--- src/rtl/spi_msg_framer.sv ---
// spi_msg_framer: frames upstream SPI FIFO messages as header + payload words.
// Define SPI_FRAMER_CSUM_EN to append a mod-2^16 checksum word to each frame.
module spi_msg_framer #(
  parameter logic [2:0] SRC_ID   = 3'd0,
  parameter logic [4:0] HDR_SYNC = 5'b10101
) (
  input  logic        SYS_CLK,
  input  logic        RST,
  input  logic        GOT_FULL_MSG,
  input  logic [7:0]  MSG_LEN,
  input  logic [15:0] FIFO_Q,
  output logic        RD_REQ,
  output logic        MSG_START,
  output logic [15:0] OUT_DATA,
  output logic        OUT_VALID,
  input  logic        OUT_READY,
  output logic        OUT_SOP,
  output logic        OUT_EOP,
  output logic        BUSY
);

  typedef enum logic [2:0] {
    IDLE,
    START,
    LATCH,
    HDR,
    RD,
    WT,
`ifdef SPI_FRAMER_CSUM_EN
    PAY,
    CSUM
`else
    PAY
`endif
  } state_t;

  state_t      state;
  state_t      state_nx;
  logic [7:0]  len_reg;
  logic [7:0]  cnt;
  logic [15:0] data_q;
  logic [15:0] hdr;
  logic        last;

  assign hdr  = {HDR_SYNC, SRC_ID, len_reg};
  assign last = !(cnt < len_reg);
  assign BUSY = (state != IDLE);

  always_ff @(posedge SYS_CLK or negedge RST) begin
    if (!RST) begin
      state   <= IDLE;
      len_reg <= 8'd0;
      cnt     <= 8'd0;
      data_q  <= 16'd0;
    end else begin
      state <= state_nx;
      if (state == START) begin
        len_reg <= MSG_LEN;
        cnt     <= 8'd0;
      end
      if (state == WT) begin
        data_q <= FIFO_Q;
        cnt    <= cnt + 8'd1;
      end
    end
  end

`ifdef SPI_FRAMER_CSUM_EN
  logic [15:0] csum;

  // Sum covers header and payload words, each at its handshake.
  always_ff @(posedge SYS_CLK or negedge RST) begin
    if (!RST) begin
      csum <= 16'd0;
    end else if (state == LATCH) begin
      csum <= 16'd0;
    end else if (OUT_VALID && OUT_READY
                 && (state == HDR || state == PAY)) begin
      csum <= csum + OUT_DATA;
    end
  end
`endif

  always_comb begin
    state_nx  = state;
    RD_REQ    = 1'b0;
    MSG_START = 1'b0;
    OUT_VALID = 1'b0;
    OUT_SOP   = 1'b0;
    OUT_EOP   = 1'b0;
    OUT_DATA  = data_q;
    unique case (state)
      IDLE: begin
        if (GOT_FULL_MSG) state_nx = START;
      end
      START: begin
        MSG_START = 1'b1;
        state_nx  = LATCH;
      end
      LATCH: begin
        state_nx = (len_reg == 8'd0) ? IDLE : HDR;
      end
      HDR: begin
        OUT_VALID = 1'b1;
        OUT_SOP   = 1'b1;
        OUT_DATA  = hdr;
        if (OUT_READY) state_nx = RD;
      end
      RD: begin
        RD_REQ   = 1'b1;
        state_nx = WT;
      end
      WT: begin
        state_nx = PAY;
      end
      PAY: begin
        OUT_VALID = 1'b1;
`ifdef SPI_FRAMER_CSUM_EN
        if (OUT_READY) state_nx = last ? CSUM : RD;
      end
      CSUM: begin
        OUT_VALID = 1'b1;
        OUT_EOP   = 1'b1;
        OUT_DATA  = csum;
        if (OUT_READY) state_nx = IDLE;
`else
        OUT_EOP = last;
        if (OUT_READY) state_nx = last ? IDLE : RD;
`endif
      end
      default: begin
        state_nx = IDLE;
      end
    endcase
  end

endmodule

--- config.mk ---
export PLATFORM = sky130hd
export DESIGN_NAME = spi_msg_framer
export DESIGN_NICKNAME = d
export VERILOG_FILES = /design/src/rtl/spi_msg_framer.sv
export SDC_FILE = /design/constraint.sdc
export NUM_CORES = 1
export LEC_CHECK = 0
export CAP_MARGIN = 25
export CORE_MARGIN = 5
export CORE_UTILIZATION = 45
export DETAILED_ROUTE_END_ITERATION = 7
export PLACE_DENSITY_LB_ADDON = 0.2
export SYNTH_ARGS = -nofsm -noshare
export SYNTH_HDL_FRONTEND = slang
export SYNTH_SLANG_ARGS = --single-unit
--- constraint.sdc ---
create_clock -name SYS_CLK -period 4.01 [get_ports SYS_CLK]
set_clock_uncertainty 0.05 [all_clocks]
set_input_delay 0.401 -clock SYS_CLK [delete_from_list [all_inputs] [get_ports SYS_CLK]]
set_output_delay 0.401 -clock SYS_CLK [all_outputs]
set_load 0.05 [all_outputs]
==> results of run 1 <==
-- worst reg2reg max path, delay by kind of cell (launching register included) --
kind / cells / cell delay [ps]
compound gates: 2 / 190
buf+inv: 2 / 410
flops: 1 / 610
mux: 1 / 190
simple gates: 1 / 190
-- area by class of cell --
| type | instances | area, um2 |
|---|---|---|
| clock buffer | 6 | 82.58 |
| sequential | 35 | 875.8 |
| tap | 50 | 62.56 |
| fill | 344 | 1559 |
| inverter | 10 | 37.54 |
| timing repair buffer | 50 | 498.0 |
| multi-input combinational | 133 | 937.1 |
| clock inverter | 1 | 5.005 |
-- placed cells by master, fill, tap and decap left out, drive strengths merged --
cell type       n
clkdlybuf4s50  49
a211oi          1
buf             1
o21a            2
clkinv          1
dfrtp          35
o32ai           1
o221ai          1
nor4            2
nand2          32
o21ai          20
or2             3
clkbuf          6
nor2b           8
nand3           5
mux2           17
a21oi           5
o31ai           1
nor2            8
a211o           2
a22o            1
a31oi           1
nor3            4
inv            10
and3            1
ha              8
mux2i           5
nand2b          3
or3             2
-- stage by stage --
stage	cell area (um2)	util, %	std cells	setup slack (ps)	power [mW]
after floorplan	1911	-	186	1567	1.723
after global placement	2411	59.42	278	1232	2.061
after detailed placement	2411	59.42	278	1209	2.070
after CTS	2499	61.58	285	871.7	2.343
after global routing	2499	61.58	285	749.3	2.483
final	2499	61.58	285	877.1	2.317
-- worst paths after layout --
check                                  startpoint  slack, ps                endpoint
max                            cnt[5]$_DFFE_PN0P_        880                 OUT_EOP
min                        data_q[14]$_DFFE_PN0P_        450  data_q[14]$_DFFE_PN0P_
max reg2reg                  state[2]$_DFFE_PN0P_       2250    state[2]$_DFFE_PN0P_
min reg2reg                data_q[14]$_DFFE_PN0P_        450  data_q[14]$_DFFE_PN0P_
max in group asynchronous                     RST       3130  data_q[11]$_DFFE_PN0P_
min in group asynchronous                     RST        470    state[0]$_DFFE_PN0P_
-- where the power goes --
part           total, mW  switching [mW]  internal (mW)
Clock              0.258           0.123          0.135
Sequential         0.690           0.165          0.525
Combinational       1.37           0.805          0.564
Total               2.32            1.09           1.22
-- logic make-up after synthesis --
logic type,count (synthesis)
adder cells (fa/ha/maj),8
AND/OR/NAND/NOR,68
flip-flops,35
multiplexers,22
AO/OA/AOI/OAI,35
buffers and inverters,18
-- metal layers --
| metal | vias to the layer above | routed length, um | track usage, % | share of wire (%) |
|---|---|---|---|---|
| li1 | 735 | - | - | - |
| met1 | 687 | 1966 | 21.72 | 47 |
| met2 | 42 | 1833 | 25.05 | 44 |
| met3 | 7 | 301 | 6.142 | 7.2 |
| met4 | 0 | 54 | 5.243 | 1.3 |
| met5 | - | 0 | 0 | 0 |
==> results.md, run 1 <==
* crit-path cells: ha_1, nand2_1, or3_1, o221ai_1, and3_1, clkdlybuf4s50_1
* PwrDens: 927.2 nW/um2
* maximum ir drop on the vdd rail: 0.4875 mV
* combined global-route utilization of all metal layers: 16.41%
* Post-Syn Nets: 222
* min Tclk post-route: 3133 ps
* adder and majority gate portion of the synthesized area: 5.239%
* final hold violation count: 0
* most frequent cells after synthesis: sky130_fd_sc_hd__dfrtp_1, sky130_fd_sc_hd__nand2_1, sky130_fd_sc_hd__o21ai_0, sky130_fd_sc_hd__inv_1, sky130_fd_sc_hd__mux2_4
* start-to-end type of the worst setup path: flip-flop to primary output
* die outline width: 75.16 um
* top area cells in the synthesized netlist: sky130_fd_sc_hd__dfrtp_1, sky130_fd_sc_hd__mux2_4, sky130_fd_sc_hd__nand2_1, sky130_fd_sc_hd__ha_1, sky130_fd_sc_hd__o21ai_0
* vias: 1,471
* drt drc: 0
* number of nets with antenna violations after detailed routing: 0
* root buffer cell: sky130_fd_sc_hd__clkbuf_8
* setup tns final: 0 ps
* synthesized-area fraction occupied by ao, oa, aoi and oai cells: 10.74%
* synthesized-area fraction occupied by and/or/nand/nor cells: 18.66%
* proportion of netlist area held by the largest area contributor: 45.84%
* Worst-path clk slew: 70 ps
* layout cells sized above 1: 14.47%
* worst hold-check slack: 451.6 ps
* share of synthesized area spent on multiplexers: 14.41%
* reg2reg path depth: 6
* nets: 271
* count of routing violations after the opening detailed-route iteration: 97
* number of optimization iterations in the first detailed-route pass: 4
* total standard cell area after synthesis: 1911 um2
* largest family of logic cells by synthesized area: simple AND/OR/NAND/NOR gates
* P_leak: 1.124 nW
* number of hold-repair buffers added at the cts stage: 0
* clock tree from TritonCTS: done
* cell depth of the worst hold path: 1
* initial standard-cell utilization of the core: 47.09%
* flip-flop and latch count after synthesis: 35
* Resized cells post-CTS: 0
* max FFs per register: 16
* register area share after synthesis: 45.84%
* wire length of the first global-routing pass: 6831 um
* maximum operating frequency: 319.2 MHz
* crit path buf inv count: 1
* number of distinct standard cells referenced by the synthesized netlist: 36
* Critical Path Start Type: flip-flop
* wire length per cell after detailed routing: 14.58 um
* library cell occupying the most area in the post-synthesis netlist: sky130_fd_sc_hd__dfrtp_1
* commonest register cell after synthesis: sky130_fd_sc_hd__dfrtp_1
* Area growth, synth to finish: 30.78%
* endpoint kind of the worst setup timing path: primary output
* vias in the first global route: 1,456
* CTS Buffer Depth: 2
* delay of the slowest critical-path stage: 790 ps
* max-cap violations: 0
* EDFF count, synth: 0
* number of cells on the critical path: 6
* Hold Crit Class: flip-flop to flip-flop
* Total Wirelength: 4155 um
* fraction of synthesis flops using an asynchronous set or reset pin: 100.0%
* die boundary height: 75.16 um
* status: finished, final reports clean
* maximum fanout along the worst path: 6
* via density per instance: 5.161
* CTS H-tree depth: 2
* cell family with the largest share of critical-path delay: buffers and inverters
* data required time at the worst endpoint: 3560 ps
* overall overflow remaining after global route: 0
* initial antenna violation count: 0
* arrival time of data at the critical path endpoint: 2680 ps
* max-slew violations: 0
* Final Wtd Congestion: 0.7887
* post-CTS setup buffer count: 0
* CTS Sinks: 35
* standard cell core area: 4058 um2
* latest clock arrival within the worst-skew pair: 290 ps
* half-perimeter wire length after detailed placement: 2973 um
* full die area: 5649 um2
* pin count of the biggest net entering global routing: 36
* share of the cycle needed by the critical path after routing: 78.13%
* Inserted Diodes: 0
* Synth Instances: 186
* worst-path cell with the longest stage delay: sky130_fd_sc_hd__clkdlybuf4s50_1
* row count: 23
* I/O Buffers: 49
* number of I/O pins: 50
* Ys Warns: 0
* average instance area after synthesis: 10.27 um2
* final-report setup violation count: 0
* RSZ-0062 raised after global routing: false
* top-count cell post-synth: sky130_fd_sc_hd__dfrtp_1
* xor-xnor portion of the synthesized cell area: 0%
* Max-Slew Margin vs Limit: 65.36%
* total CTS buffers: 5
* worst slew pin tran: 518.0 ps
No activity file was read; power rests on OpenSTA's default activity.
==> run 2, diff against run 1 <==
clock period = 3.1 ns   (was 4.01 ns; I/O delays follow)
==> run 2 against run 1 <==
  * Total power up 34%
  * Via count up 2.0%
  * Sequential power rose by 26%
  * Flip-flop and latch count stayed put
  * Wire length grew 0.43%
  * Cell count is 1.1% higher
  * Count of clock-buffer cells in the layout stayed put
  * Worst hold slack got worse by 61 ps
  * First-iteration DRC count down 35%
  * Non-clock buffer count grew 2
==> results.md, run 2 (synthesis results as in run 1) <==
* CTS Buffer Depth: 2, unchanged
* die outline width: 75.16 um, unchanged
* Inserted Diodes: 0, unchanged
* number of nets with antenna violations after detailed routing: 0, unchanged
* cell family with the largest share of critical-path delay: buffers and inverters
* drt drc: 0, unchanged
* Max-Slew Margin vs Limit: 65.11%, -0.26 points
* I/O Buffers: 49, unchanged
* Final Wtd Congestion: 0.7974, +1.1%
* share of power burned in registers: 28.1%, -1.7 points
* max FFs per register: 16, unchanged
* number of optimization iterations in the first detailed-route pass: 4, unchanged
* clock tree from TritonCTS: done
* Int Power: 1.682 mW, +37%
* crit path buf inv count: 2, +1
* wire length of the first global-routing pass: 7072 um, +3.5%
* switching power of the nets: 1.424 mW, +30%
* post-CTS setup buffer count: 0, unchanged
* data required time at the worst endpoint: 2740 ps, -820 ps
* overall overflow remaining after global route: 0, unchanged
* Resized cells post-CTS: 0, unchanged
* initial standard-cell utilization of the core: 47.09%, unchanged
* delay of the slowest critical-path stage: 800 ps, about the same
* maximum ir drop on the vdd rail: 0.6814 mV, +40%
* Clock power frac: 13.7%, +2.6 points
* row count: 23, unchanged
* die boundary height: 75.16 um, unchanged
* layout cells sized above 1: 15.55%, +1.1 points
* Area growth, synth to finish: 33.27%
* arrival time of data at the critical path endpoint: 2460 ps, -220 ps
* CTS H-tree depth: 2, unchanged
* uppermost metal layer occupied by signal nets: met4
* final-report setup violation count: 0, unchanged
* CTS Sinks: 35, unchanged
* share of the cycle needed by the critical path after routing: 90.91%
* number of I/O pins: 50, unchanged
* vias in the first global route: 1,496, +2.7%
* length of routed met3 wiring: 233 um, -23%
* wire length per cell after detailed routing: 14.49 um, -0.61%
* combined global-route utilization of all metal layers: 16.52%, +0.11 points
* PwrDens: 1220 nW/um2, +32%
* combinational cell fraction of total power: 58.3%, -0.8 points
* half-perimeter wire length after detailed placement: 3089 um, +3.9%
* standard cell core area: 4058 um2, unchanged
* endpoint kind of the worst setup timing path: primary output
* min Tclk post-route: 2818 ps
* placed cells: 280, +0.72%
* maximum operating frequency: 354.8 MHz
* worst-path cell with the longest stage delay: sky130_fd_sc_hd__clkdlybuf4s50_1
* RSZ-0062 raised after global routing: false
* Total Wirelength: 4173 um, +0.43%
* most common library cell in the layout ignoring fill and taps: sky130_fd_sc_hd__clkdlybuf4s50_1
* worst slew pin tran: 521.8 ps, +3.821 ps
* root buffer cell: sky130_fd_sc_hd__clkbuf_8
* max-cap violations: 0, unchanged
* P_leak: 1.166 nW, +3.7%
* Hold Crit Class: input pin to async pin
* nets: 273, +0.74%
* setup tns final: 0 ps, unchanged
* count of routing violations after the opening detailed-route iteration: 63, -35%
* switching power share of the total: 45.84%, -1.3 points
* Critical Path Start Type: flip-flop
* number of hold-repair buffers added at the cts stage: 0, unchanged
* crit-path cells: nand3_4, inv_1, or2_2, clkdlybuf4s50_1
* full die area: 5649 um2, unchanged
* max-slew violations: 0, unchanged
* final hold violation count: 0, unchanged
* initial antenna violation count: 0, unchanged
* detailed route wirelength on metal2: 1837 um, +0.22%
* via density per instance: 5.208, +0.91%
* latest clock arrival within the worst-skew pair: 280 ps, about the same
* vias: 1,500, +2.0%
* M1 wire length: 2067 um, +5.1%
* total CTS buffers: 5, unchanged
* Worst-path clk slew: 80 ps, about the same
* status: finished, final reports clean
* Final Instance Count excl. Fillers: 288, +1.1%
* maximum fanout along the worst path: 16, +10
* leading cell types in the layout, fill and taps excluded: sky130_fd_sc_hd__clkdlybuf4s50_1, sky130_fd_sc_hd__dfrtp_1, sky130_fd_sc_hd__nand2_1
* worst hold-check slack: 390.7 ps, -60.92 ps
* pin count of the biggest net entering global routing: 36, unchanged
* start-to-end type of the worst setup path: flip-flop to primary output
## run 2: changes by cell type in the layout (fill, tap and decap cells not counted)
| cell | before | now |
|---|---|---|
| sky130_fd_sc_hd__buf_4 | 1 | 3 |
| sky130_fd_sc_hd__bufinv_16 | 0 | 1 |
| sky130_fd_sc_hd__clkdlybuf4s50_1 | 49 | 48 |
| sky130_fd_sc_hd__dlymetal6s2s_1 | 0 | 1 |
## run 2: area by class of cell
class	instances	area (um2)
sequential	35	875.8
fill	333	1511
clock buffer	6	82.58
multi-input combinational	133	937.1
clock inverter	2	35.03
inverter	10	37.54
tap	50	62.56
timing repair buffer	52	515.5
## run 2: worst reg2reg max path, stage by stage (launching register included)
cell	delay [ps]
sky130_fd_sc_hd__dfrtp_1	460
sky130_fd_sc_hd__ha_1	320
sky130_fd_sc_hd__a211o_1	290
sky130_fd_sc_hd__a31oi_1	150
sky130_fd_sc_hd__o221ai_1	170
sky130_fd_sc_hd__o31ai_1	210
## run 2: layer usage
| metal | up-vias | GRT usage [%] |
|---|---|---|
| met1 | 724 | 23.48 |
| met2 | 34 | 25.53 |
| met5 | - | 0 |
| li1 | 738 | - |
| met4 | 0 | 3.495 |
| met3 | 4 | 4.406 |
## run 2: power groups by stage
stage | Sequential [mW] | Clock (mW) | Combinational, mW
finish | 0.872 | 0.424 | 1.81
detailed placement | 0.876 | 0 | 1.82
floorplan | 0.793 | 0 | 1.44
global placement | 0.872 | 0 | 1.81
CTS | 0.873 | 0.432 | 1.83
global route | 0.910 | 0.450 | 1.97
## run 2: per-stage QoR
stage	utilization [%]	total power, mW	setup slack, ps	instance area, um2
6_report	62.75	3.106	281.8	2546
5_1_grt	62.75	3.333	118.9	2546
4_1_cts	62.69	3.139	74.03	2544
3_5_place_dp	59.79	2.701	391.8	2426
3_3_place_gp	59.79	2.681	419.1	2426
2_1_floorplan	-	2.229	748.0	1911
## run 2: path summary, 6_finish.rpt
path,start,to,slack [ps],depth (start not counted)
worst max-delay path,state[0]$_DFFE_PN0P_,OUT_DATA[11],280,4
worst min-delay path,RST,state[2]$_DFFE_PN0P_,390,2
worst max register to register,cnt[2]$_DFFE_PN0P_,state[2]$_DFFE_PN0P_,1360,5
worst min register to register,data_q[1]$_DFFE_PN0P_,data_q[1]$_DFFE_PN0P_,450,1
max in group asynchronous,RST,len_reg[7]$_DFFE_PN0P_,2290,2
min in group SYS_CLK,data_q[1]$_DFFE_PN0P_,data_q[1]$_DFFE_PN0P_,450,1
